**src/rtl/bfly_scale_round.sv**
```systemverilog
// bfly_scale_round: post-adder conditioning for the FFT butterfly.
//   Optional /2 scaling with rounding, saturation of the WIDTH+1-bit sums back
//   to WIDTH bits, frame tagging and per-frame saturation counting.
//   Latency: 2 cycles in_valid -> out_valid; no backpressure, 1 sample/cycle.
//
// Ports:
//   clk, rst_n          clock (rising edge), asynchronous active-low reset
//   in_valid            in_re/in_im carry a sample this cycle
//   in_re, in_im        WIDTH+1-bit signed butterfly sums
//   scale_en            1 = divide by 2 with rounding; sampled at frame start
//   out_valid           output sample valid
//   out_re, out_im      WIDTH-bit signed conditioned sample (held when idle)
//   out_first/out_last  sample index 0 / FRAME_LEN-1 of the frame
//   ovf_cnt             saturated-sample count of the last completed frame
//   ovf_any             sticky: any sample saturated since reset
//
// Build option: define BFLY_CONVERGENT_ROUND_EN to round half-to-even when
// scaling; otherwise scaling rounds half up.

module bfly_scale_round #(
  parameter int WIDTH     = 24,
  parameter int FRAME_LEN = 64,
  parameter int CNT_W     = 16
) (
  input  logic             clk,
  input  logic             rst_n,
  input  logic             in_valid,
  input  logic [WIDTH:0]   in_re,
  input  logic [WIDTH:0]   in_im,
  input  logic             scale_en,
  output logic             out_valid,
  output logic [WIDTH-1:0] out_re,
  output logic [WIDTH-1:0] out_im,
  output logic             out_first,
  output logic             out_last,
  output logic [CNT_W-1:0] ovf_cnt,
  output logic             ovf_any
);

  // Intermediate is one bit wider than the input so x+1 can never wrap.
  localparam int YW    = WIDTH + 2;
  localparam int IDX_W = (FRAME_LEN > 1) ? $clog2(FRAME_LEN) : 1;
  localparam logic [IDX_W-1:0] IDX_LAST = IDX_W'(FRAME_LEN - 1);
  localparam logic [CNT_W-1:0] CNT_MAX  = {CNT_W{1'b1}};

  // Optional halving of one component with the selected rounding mode.
  function automatic logic signed [YW-1:0] scale_half(
    input logic [WIDTH:0] x_in,
    input logic           en
  );
    logic signed [YW-1:0] x;
    logic signed [YW-1:0] xp1;
    x   = signed'({x_in[WIDTH], x_in});
    xp1 = x + YW'(1);
    if (!en) begin
      return x;
    end
`ifdef BFLY_CONVERGENT_ROUND_EN
    // Exact half with an even quotient: truncate instead of rounding up.
    if (x[0] && !x[1]) begin
      return x >>> 1;
    end
`endif
    return xp1 >>> 1;
  endfunction

  // Frame position and the scale decision held for the whole frame.
  logic [IDX_W-1:0] idx;
  logic             frame_scale;
  logic             eff_scale;
  logic             idx_first;
  logic             idx_last;

  // Stage 1 registers.
  logic                  v1;
  logic                  first1;
  logic                  last1;
  logic signed [YW-1:0]  y1_re;
  logic signed [YW-1:0]  y1_im;

  // Stage 2 combinational saturation results.
  logic                  sat_re;
  logic                  sat_im;
  logic [WIDTH-1:0]      clip_re;
  logic [WIDTH-1:0]      clip_im;
  logic                  samp_sat;

  logic [CNT_W-1:0]      run_cnt;
  logic [CNT_W-1:0]      run_next;

  assign idx_first = (idx == '0);
  assign idx_last  = (idx == IDX_LAST);
  // The first sample of a frame uses scale_en directly: frame_scale only
  // becomes valid for the samples that follow it.
  assign eff_scale = idx_first ? scale_en : frame_scale;

  // Index, scale latch and stage 1.
  always_ff @(posedge clk or negedge rst_n) begin
    if (!rst_n) begin
      idx         <= '0;
      frame_scale <= 1'b0;
      v1          <= 1'b0;
      first1      <= 1'b0;
      last1       <= 1'b0;
      y1_re       <= '0;
      y1_im       <= '0;
    end else begin
      v1 <= in_valid;
      if (in_valid) begin
        idx    <= idx_last ? '0 : idx + IDX_W'(1);
        first1 <= idx_first;
        last1  <= idx_last;
        y1_re  <= scale_half(in_re, eff_scale);
        y1_im  <= scale_half(in_im, eff_scale);
        if (idx_first) begin
          frame_scale <= scale_en;
        end
      end else begin
        first1 <= 1'b0;
        last1  <= 1'b0;
      end
    end
  end

  // Saturation: y fits in WIDTH bits iff its top YW-WIDTH+1 bits agree.
  always_comb begin
    sat_re  = (y1_re[YW-1:WIDTH-1] != {(YW-WIDTH+1){y1_re[YW-1]}});
    sat_im  = (y1_im[YW-1:WIDTH-1] != {(YW-WIDTH+1){y1_im[YW-1]}});
    clip_re = y1_re[WIDTH-1:0];
    clip_im = y1_im[WIDTH-1:0];
    if (sat_re) begin
      clip_re = y1_re[YW-1] ? {1'b1, {(WIDTH-1){1'b0}}} : {1'b0, {(WIDTH-1){1'b1}}};
    end
    if (sat_im) begin
      clip_im = y1_im[YW-1] ? {1'b1, {(WIDTH-1){1'b0}}} : {1'b0, {(WIDTH-1){1'b1}}};
    end
  end

  // A sample counts once even if both components clamp.
  assign samp_sat = v1 && (sat_re || sat_im);
  assign run_next = (samp_sat && (run_cnt != CNT_MAX)) ? run_cnt + CNT_W'(1) : run_cnt;

  // Stage 2 and saturation accounting.
  always_ff @(posedge clk or negedge rst_n) begin
    if (!rst_n) begin
      out_valid <= 1'b0;
      out_re    <= '0;
      out_im    <= '0;
      out_first <= 1'b0;
      out_last  <= 1'b0;
      run_cnt   <= '0;
      ovf_cnt   <= '0;
      ovf_any   <= 1'b0;
    end else begin
      out_valid <= v1;
      out_first <= v1 && first1;
      out_last  <= v1 && last1;
      if (v1) begin
        out_re <= clip_re;
        out_im <= clip_im;
        if (last1) begin
          // Publish the count including this final sample, start fresh.
          ovf_cnt <= run_next;
          run_cnt <= '0;
        end else begin
          run_cnt <= run_next;
        end
      end
      if (samp_sat) begin
        ovf_any <= 1'b1;
      end
    end
  end

endmodule

```
**config.mk**
```make
export PLATFORM = sky130hd
export DESIGN_NAME = bfly_scale_round
export DESIGN_NICKNAME = d
export VERILOG_FILES = /design/src/rtl/bfly_scale_round.sv
export SDC_FILE = /design/constraint.sdc
export NUM_CORES = 1
export LEC_CHECK = 0
export ABC_CLOCK_PERIOD_IN_PS = 6700
export CAP_MARGIN = 25
export CORE_ASPECT_RATIO = 1.25
export CORE_MARGIN = 3
export CORE_UTILIZATION = 26
export CTS_CLUSTER_SIZE = 12
export DETAILED_ROUTE_END_ITERATION = 12
export PLACE_DENSITY_LB_ADDON = 0.25
export SYNTH_ARGS = -nofsm -noshare
export SYNTH_HDL_FRONTEND = slang
export SYNTH_SLANG_ARGS = --single-unit
```
**constraint.sdc**
```tcl
create_clock -name clk -period 6.7 [get_ports clk]
set_input_delay 1.34 -clock clk [delete_from_list [all_inputs] [get_ports clk]]
set_output_delay 1.34 -clock clk [all_outputs]
set_load 0.05 [all_outputs]
```
==> results of run 1 <==
## per-layer routing
metal	vias up	track usage, %
met2	177	23.1
met4	4	3.57
met1	3238	18.8
li1	3342	-
met5	-	0
met3	22	3.87
## layout make-up
cell class	count	area, µm²
Inverter	16	60.1
Multi-Input combinational cell	640	3740
Clock inverter	13	178
Tap cell	390	488
Antenna cell	1	2.50
Fill cell	3013	18900
Sequential cell	144	3610
Timing Repair Buffer	132	1310
Clock buffer	19	453
## cell usage in the layout, fill, tap and decap left out, types with 5 or more instances in the layout
cell / count
and4_1: 8
ha_1: 9
nand2_1: 75
nand4_1: 27
a21o_1: 8
a31oi_1: 15
mux2_2: 6
nor2_1: 101
dfrtp_1: 143
inv_1: 15
o2bb2ai_1: 9
xor2_1: 8
mux2i_1: 8
buf_4: 9
clkbuf_16: 17
a211oi_1: 9
o21ai_0: 44
a2bb2oi_1: 5
nand3_1: 31
a21oi_1: 132
o31ai_1: 11
o21a_1: 6
clkinv_4: 6
xnor2_1: 12
o22ai_1: 6
nor3_1: 15
or3_1: 7
nor4_1: 8
o211ai_1: 7
clkdlybuf4s50_1: 119
## cell families (layout without fill, tap and decap cells)
group,count (synthesis),in the layout,share of synthesized area [%]
AND/OR/NAND/NOR,312,312,20.5
AO/OA/AOI/OAI,285,285,22.5
flip-flops,144,144,47.0
buffers and inverters,82,180,4.31
XOR/XNOR,20,20,2.29
multiplexers,14,14,1.93
adder cells (fa/ha/maj),9,9,1.47
other,0,1,0
## stage by stage
stage | setup WS (ns) | power (mW) | util (%) | hold WS (ns)
after floorplan | 3.75 | 2.25 | - | 0.349
after global placement | 2.56 | 2.75 | 31.9 | 0.446
after detailed placement | 2.83 | 2.76 | 31.9 | 0.453
after CTS | 3.29 | 3.81 | 34.1 | 0.471
after global routing | 3.04 | 3.99 | 34.2 | 0.504
final | 3.30 | 3.77 | 34.2 | 0.462
## state kept, by name, indices dropped and copies added, names as in the netlist
register and flops:
out_first 1, first1 1, last1 1, out_re 24, ovf_any 1, out_im 24
v1 1, idx 6, out_valid 1, y1_im 25, run_cnt 16, out_last 1
ovf_cnt 16, y1_re 25, frame_scale 1
## power by group through the flow
| stage | logic, mW | clock network [mW] | registers, mW |
|---|---|---|---|
| 2_1_floorplan | 0.624 | 0 | 1.62 |
| 3_3_place_gp | 1.44 | 0 | 1.31 |
| 3_5_place_dp | 1.46 | 0 | 1.31 |
| 4_1_cts | 1.47 | 1.05 | 1.29 |
| 5_1_grt | 1.58 | 1.08 | 1.33 |
| 6_report | 1.45 | 1.02 | 1.29 |
## worst max path at each step
| stage | cells past startpoint | start | end | slack (ns) |
|---|---|---|---|---|
| floorplan | 7 | in_re[11] | y1_re[17] | 3.75 |
| global placement | 7 | scale_en | y1_im[17] | 2.56 |
| detailed placement | 6 | scale_en | y1_re[8] | 2.83 |
| CTS | 6 | scale_en | y1_im[23] | 3.29 |
| global route | 7 | scale_en | y1_re[5] | 3.04 |
| finish | 6 | scale_en | y1_im[23] | 3.30 |
## critical path, cell delays in order
cell and delay (ns):
clkdlybuf4s50_1 0.47, nor4b_1 0.33, and2_1 0.58, nor2_2 0.10, nor2_1 0.67, a221oi_1 0.16
==> flow_metrics.tcl, run 1 <==
set metrics [dict create \
    switching_share_pct 40.7 \
    dieArea_um2 31600 \
    fin_setup_tns_ns 0 \
    synth_fp_nets 929 \
    drt-pass1-iter-count 5 \
    final_cells 1355 \
    dp_hpwl_um 15300 \
    fin_crit_ns 3.40 \
    syn_inst 866 \
    synth_area_um2 7660 \
    chipHeight_um 198 \
    yosysMostFrequentCell "dfrtp_1" \
    max_cap_violations 0 \
    via_per_inst 5.01 \
    ys_top_cells_by_count "dfrtp_1 (144), a21oi_1 (132), nor2_1 (103)" \
    root_buffer "clkbuf_16" \
    nNetsFinal 1014 \
    postCtsSetupBuffers 0 \
    row_count 69 \
    cts.clk_slew.worst_paths_ns 0.06 \
    worstSkewPairLatency_ns 0.44 \
    vias 6783 \
    drt_iter0_drc 403 \
    synth_area_leaders "dfrtp_1 (47%), a21oi_1 (8.6%), nor2_1 (5.0%), nand2_1 (3.7%), o21ai_0 (2.9%)" \
    place_area_um2 9180 \
    path_class "input pin to flop" \
    routed-wl-met3_um 1160 \
    cts_buffer_depth 2 \
    p_leak_nw 3.85 \
    ant_nets 0 \
    slew_headroom_pct 31.7 \
    yosys_warnings 0 \
    tightest_slew_ns 1.02 \
    antenna_found_initial 3 \
    finalMaxSlewViolations 0 \
    drt_wl_total_um 22300 \
    avgRoutedWirePerCell_um 16.5 \
    synthArstFlopShare_pct 100 \
    synth.top_cell.area_share_pct 47.0 \
    pwr-share-clk_pct 27.0 \
    met1Wirelength_um 10300 \
    crit_arrival_ns 3.65 \
    hold_violations 0 \
    yosysTopAreaCell "dfrtp_1" \
    intPower_mw 2.23 \
    io_pins 122 \
    core_um2 28700 \
    ir_drop_mv 0.171 \
    postCtsHoldBufs 0 \
    drc 0 \
    cp.required_ns 6.95 \
    ys_seq_area_share_pct 47.0 \
    rrSetupSlack_ns 3.83 \
    clock_sinks 144 \
    grt_max_degree 102 \
    min-delay-start "ovf_cnt[5]" \
    grt_pass1_wl_um 36500 \
    holdPathEnd "ovf_cnt[5]" \
    max_freq_ghz 0.294 \
    yosysUniqueCellTypes 69 \
    cp_max_fo 11 \
    gp_congestion 0.860 \
    rsz0062_at_grt "false" \
    switchingPower_mw 1.53 \
    r2r-end "run_cnt[10]" \
    worstSetupEndpointType "flop" \
    cts.repair.resized 0 \
    r2r-start "y1_im[24]" \
    ys.flop_type "dfrtp_1" \
    drive_above_1_share_pct 7.26 \
    synth-edff-count 0 \
    dp.cells 1321 \
    clock_skew_ns 0.0198 \
    die_w_um 160 \
    stdcell_area_um2 9830 \
    start_util_pct 26.7 \
    flow.area_growth_from_synthesis_pct 28.2 \
    crit_path_start_kind "input pin" \
    ff2ff_path_depth 6 \
    met2_length_um 10500 \
    power_density_nw_per_um2 383 \
    grt_pass1_vias 6685 \
    top_layer "met5" \
    p_comb_share_pct 38.6 \
    run_status "complete, no violations" \
    hold_class "flop to flop" \
    grt_overflow 0 \
    cts_tree "done" \
    min_path_cells 2 \
    pwr-share-seq_pct 34.3 \
    post-route-period-util_pct 50.7 \
    synth-seq-cells 144 \
    grt_usage_pct 14.2 \
    cts_buffers 17 \
    finalSetupViolations 0 \
    cts_htree_levels 4 \
    avgSynthCellArea_um2 8.85 \
    numPortBuffers 121 \
]
Power figures use the tool's default switching activity.
==> inputs of run 2 (changes only) <==
ABC_CLOCK_PERIOD_IN_PS = 3350   (was 6700)
clock period = 3.35 ns   (was 6.7 ns; I/O delays follow)
==> flow_metrics.tcl, run 2 (synthesized netlist as in run 1, its figures left out) <==
set metrics [dict create \
    cp_max_fo 10 \
    ir_drop_mv 0.359 \
    postCtsHoldBufs 0 \
    post-route-period-util_pct 76.9 \
    drt_iter0_drc 413 \
    intPower_mw 4.37 \
    switching_share_pct 41.3 \
    nNetsFinal 1023 \
    layout_commonest_cell "dfrtp_1" \
    p_leak_nw 3.87 \
    switchingPower_mw 3.07 \
    drt_wl_total_um 22800 \
    fin_crit_ns 2.58 \
    gp_congestion 0.907 \
    crit_path_start_kind "input pin" \
    cts_buffer_depth 2 \
    clock_skew_ns 0.0142 \
    run_status "complete, no violations" \
    drt-pass1-iter-count 5 \
    dp.cells 1331 \
    path_class "input pin to flop" \
    grt_max_degree 100 \
    slew_headroom_pct 35.2 \
    crit_arrival_ns 2.85 \
    layout_common_cells "dfrtp_1 (143), a21oi_1 (132), clkdlybuf4s50_1 (119)" \
    postCtsSetupBuffers 0 \
    finalSetupViolations 0 \
    final_cells 1365 \
    max_freq_ghz 0.388 \
    p_comb_share_pct 39.3 \
    dieArea_um2 31600 \
    cp.required_ns 3.62 \
    cts_htree_levels 4 \
    ff2ff_path_depth 6 \
    r2r-start "idx[2]" \
    via_per_inst 5.02 \
    pwr-share-seq_pct 34.8 \
    chipHeight_um 198 \
    start_util_pct 26.7 \
    finalMaxSlewViolations 0 \
    die_w_um 160 \
    cts.clk_slew.worst_paths_ns 0.07 \
    fin_setup_tns_ns 0 \
    cts_buffers 17 \
    worstSetupEndpointType "flop" \
    hold_class "input pin to async pin" \
    fillers 3001 \
    worstSkewPairLatency_ns 0.43 \
    stdcell_area_um2 9860 \
    top_regs "y1_im: 25 flops, y1_re: 25 flops" \
    avgRoutedWirePerCell_um 16.7 \
    place_area_um2 9260 \
    pwr-share-clk_pct 26.0 \
    rsz0062_at_grt "false" \
    drc 0 \
    clock_sinks 144 \
    grt_overflow 0 \
    hold_violations 0 \
    dp_hpwl_um 16000 \
    drive_above_1_share_pct 8.02 \
    grt_usage_pct 14.4 \
    ant_nets 0 \
    cts_tree "done" \
    rrSetupSlack_ns 0.80 \
    cts.repair.resized 0 \
    tightest_slew_ns 0.973 \
    io_pins 122 \
    flow.area_growth_from_synthesis_pct 28.6 \
    core_um2 28700 \
    row_count 69 \
    grt_pass1_vias 6720 \
    vias 6849 \
    power_density_nw_per_um2 755 \
    antenna_found_initial 5 \
    max_cap_violations 0 \
    r2r-end "y1_re[8]" \
    numPortBuffers 121 \
    root_buffer "clkbuf_16" \
    grt_pass1_wl_um 36600 \
]
-- run 2: area by class of cell --
type	instances	area, µm²	area share (%)
clock buffers	18	439	4.45
flip-flops and latches	144	3610	36.6
well taps	390	488	4.95
inverters	16	60.1	0.609
diodes	2	5.00	0.0508
clock inverters	14	156	1.59
repair buffers	141	1370	13.9
multi-input cells	640	3730	37.9
-- run 2: how the worst max path moves through the flow --
stage / start / endpoint / slack [ns] / depth (start not counted)
finish: in_re[5] / y1_re[18] / 0.77 / 6
global route: idx[2] / y1_im[16] / 0.52 / 7
CTS: idx[2] / y1_re[23] / 0.77 / 6
detailed placement: in_re[5] / y1_re[18] / 0.37 / 6
global placement: in_re[11] / y1_re[17] / 0.41 / 6
floorplan: y1_re[24] / run_cnt[10] / 1.06 / 9
-- run 2: through the flow --
stage          hold slack [ns]  setup WS (ns)  power [mW]  utilization [%]
2_1_floorplan            0.349           1.06        4.49                -
4_1_cts                  0.184          0.771        7.54             34.3
6_report                 0.168          0.775        7.44             34.3
3_5_place_dp             0.450          0.370        5.56             32.2
5_1_grt                  0.196          0.515        7.89             34.3
3_3_place_gp             0.445          0.408        5.55             32.2
-- run 2: power by group through the flow --
| stage | Combinational (mW) | Sequential [mW] | Clock [mW] |
|---|---|---|---|
| finish | 2.92 | 2.59 | 1.93 |
| CTS | 2.96 | 2.59 | 1.99 |
| global placement | 2.94 | 2.62 | 0 |
| global route | 3.17 | 2.66 | 2.06 |
| floorplan | 1.25 | 3.24 | 0 |
| detailed placement | 2.95 | 2.61 | 0 |
-- run 2: routing by layer --
| metal | share of wire (%) | track usage, % | wire length [µm] | vias to the layer above |
|---|---|---|---|---|
| li1 | - | - | - | 3359 |
| met2 | 48 | 24.6 | 11000 | 175 |
| met1 | 45 | 17.9 | 10300 | 3283 |
| met3 | 5.0 | 3.87 | 1150 | 26 |
| met5 | 0.24 | 0 | 54 | - |
| met4 | 1.4 | 4.38 | 309 | 6 |
-- run 2: worst max-delay path, cell delays in order --
cell and delay (ns):
clkdlybuf4s50_1 0.68, nand4_2 0.22, or4_1 0.74, nor3_4 0.22, mux2i_1 0.22, a211oi_1 0.09
==> inputs of run 3 (changes only) <==
ABC_CLOCK_PERIOD_IN_PS = 2300   (was 3350)
clock period = 2.3 ns   (was 3.35 ns; I/O delays follow)
==> flow_metrics.tcl, run 3 (synthesized netlist as in run 1, its figures left out) <==
set metrics [dict create \
    run_status "complete, no violations" \
    finalSetupViolations 0 \
    chipHeight_um 198 \
    cts.clk_slew.worst_paths_ns 0.07 \
    drt-pass1-iter-count 5 \
    ir_drop_mv 0.490 \
    met1Wirelength_um 10500 \
    vias 7220 \
    cpLargestDelayFamily "simple AND/OR/NAND/NOR gates" \
    antenna_found_initial 3 \
    path_class "flop to flop" \
    crit_arrival_ns 2.55 \
    worst-path-buf-inv 2 \
    start_util_pct 26.7 \
    place_area_um2 10100 \
    critical_path.startpoint "y1_im[23]" \
    tightest_slew_ns 0.938 \
    io_pins 122 \
    cts_tree "done" \
    dieArea_um2 31600 \
    numPortBuffers 121 \
    stdcell_area_um2 10700 \
    worstSkewPairLatency_ns 0.43 \
    finalMaxSlewViolations 0 \
    slowest_delay_ns 0.38 \
    cts_buffer_depth 2 \
    max_cap_violations 0 \
    p_leak_nw 4.42 \
    r2r-end "run_cnt[13]" \
    cts_htree_levels 4 \
    drt_wl_total_um 23500 \
    cp_max_fo 8 \
    cts_buffers 17 \
    top_regs "y1_im: 25 flops, y1_re: 25 flops" \
    ant_nets 0 \
    antenna_cells 0 \
    drive_above_1_share_pct 17.3 \
    core_um2 28700 \
    power_density_nw_per_um2 1050 \
    grt_usage_pct 14.9 \
    crit_cells 8 \
    root_buffer "clkbuf_16" \
    hold_violations 0 \
    post-route-period-util_pct 96.3 \
    cp_slowest_cell "or3_1" \
    postCtsSetupBuffers 0 \
    grt_overflow 0 \
    crit_chain "inv_1 -> ha_1 -> a21bo_1 -> buf_4 -> nor4_4 -> nand4_1 -> or3_1 -> o21ai_0" \
    die_w_um 160 \
    layout_common_cells "dfrtp_1 (143), a21oi_1 (132), buf_4 (121)" \
    ff2ff_path_depth 8 \
    flow.area_growth_from_synthesis_pct 40.2 \
    finalPower_mw 11.3 \
    r2r-start "y1_im[23]" \
    cp.required_ns 2.64 \
    via_per_inst 4.91 \
    fin_util_pct 37.4 \
    drc 0 \
    layout_commonest_cell "dfrtp_1" \
    hold_class "input pin to flop" \
    clock_sinks 144 \
    crit_path_start_kind "flop" \
    rsz0062_at_grt "true" \
    top_layer "met5" \
    max_freq_ghz 0.451 \
    dp_hpwl_um 17100 \
    slew_headroom_pct 37.5 \
    worstSetupEndpointType "flop" \
    routed-wl-met3_um 1190 \
    fin_crit_ns 2.22 \
    avgRoutedWirePerCell_um 16.0 \
    clock_skew_ns 0.0130 \
    grt_pass1_wl_um 38100 \
    grt_max_degree 97 \
    hold_slack_ns 0.452 \
    met2_length_um 11400 \
    nNetsFinal 1130 \
    drt_iter0_drc 482 \
    row_count 69 \
    rrSetupSlack_ns 0.08 \
    grt_pass1_vias 7224 \
    gp_congestion 0.901 \
    cp-endpoint "run_cnt[13]" \
]
==> run 3: cell type report <==
| type | instances | area (µm²) |
|---|---|---|
| clock buffers | 19 | 453 |
| repair buffers | 248 | 2230 |
| well taps | 390 | 488 |
| clock inverters | 13 | 153 |
| flip-flops and latches | 144 | 3610 |
| multi-input cells | 640 | 3760 |
| inverters | 16 | 60.1 |
| fillers | 2937 | 18000 |
==> run 3: what timing repair did <==
item,4_1_cts,5_1_grt
endpoints found under the setup margin,1,10
endpoints found under the hold margin,43,0
gates resized for setup,1,3
pin swaps,0,3
hold buffers,1,0
==> run 3: worst min-delay path by stage <==
| stage | from | end | cells past startpoint |
|---|---|---|---|
| 3_5_place_dp | rst_n | out_im[16] | 1 |
| 3_3_place_gp | rst_n | out_im[16] | 1 |
| 4_1_cts | in_valid | idx[1] | 3 |
| 2_1_floorplan | rst_n | first1 | 0 |
| 6_report | in_valid | idx[1] | 3 |
| 5_1_grt | in_valid | idx[0] | 2 |
==> run 3: where the power goes <==
part	switching, mW	internal (mW)	total [mW]	leakage [nW]
registers	0.461	3.24	3.70	1.73
logic	2.95	1.80	4.75	2.40
clock network	1.17	1.68	2.84	0.292
==> run 3: per-stage QoR <==
step	TNS [ns]	worst slack, ns	std cells
2_1_floorplan	0	0.0133	866
3_3_place_gp	-3.38	-0.236	1437
3_5_place_dp	-4.36	-0.275	1437
4_1_cts	0	0.0397	1470
5_1_grt	-0.0472	-0.0472	1470
6_report	0	0.0849	1470
==> run 3: worst register-to-register path: stages (launching register included) <==
cell,delay [ns]
dfrtp_1,0.36
inv_1,0.07
ha_1,0.32
a21bo_1,0.23
buf_4,0.18
nor4_4,0.28
nand4_1,0.22
or3_1,0.38
o21ai_0,0.08
==> run 3: per-layer routing <==
metal	vias up	GRT usage [%]
li1	3586	-
met1	3424	18.4
met2	164	25.3
met3	40	4.04
met4	6	4.96
met5	-	0
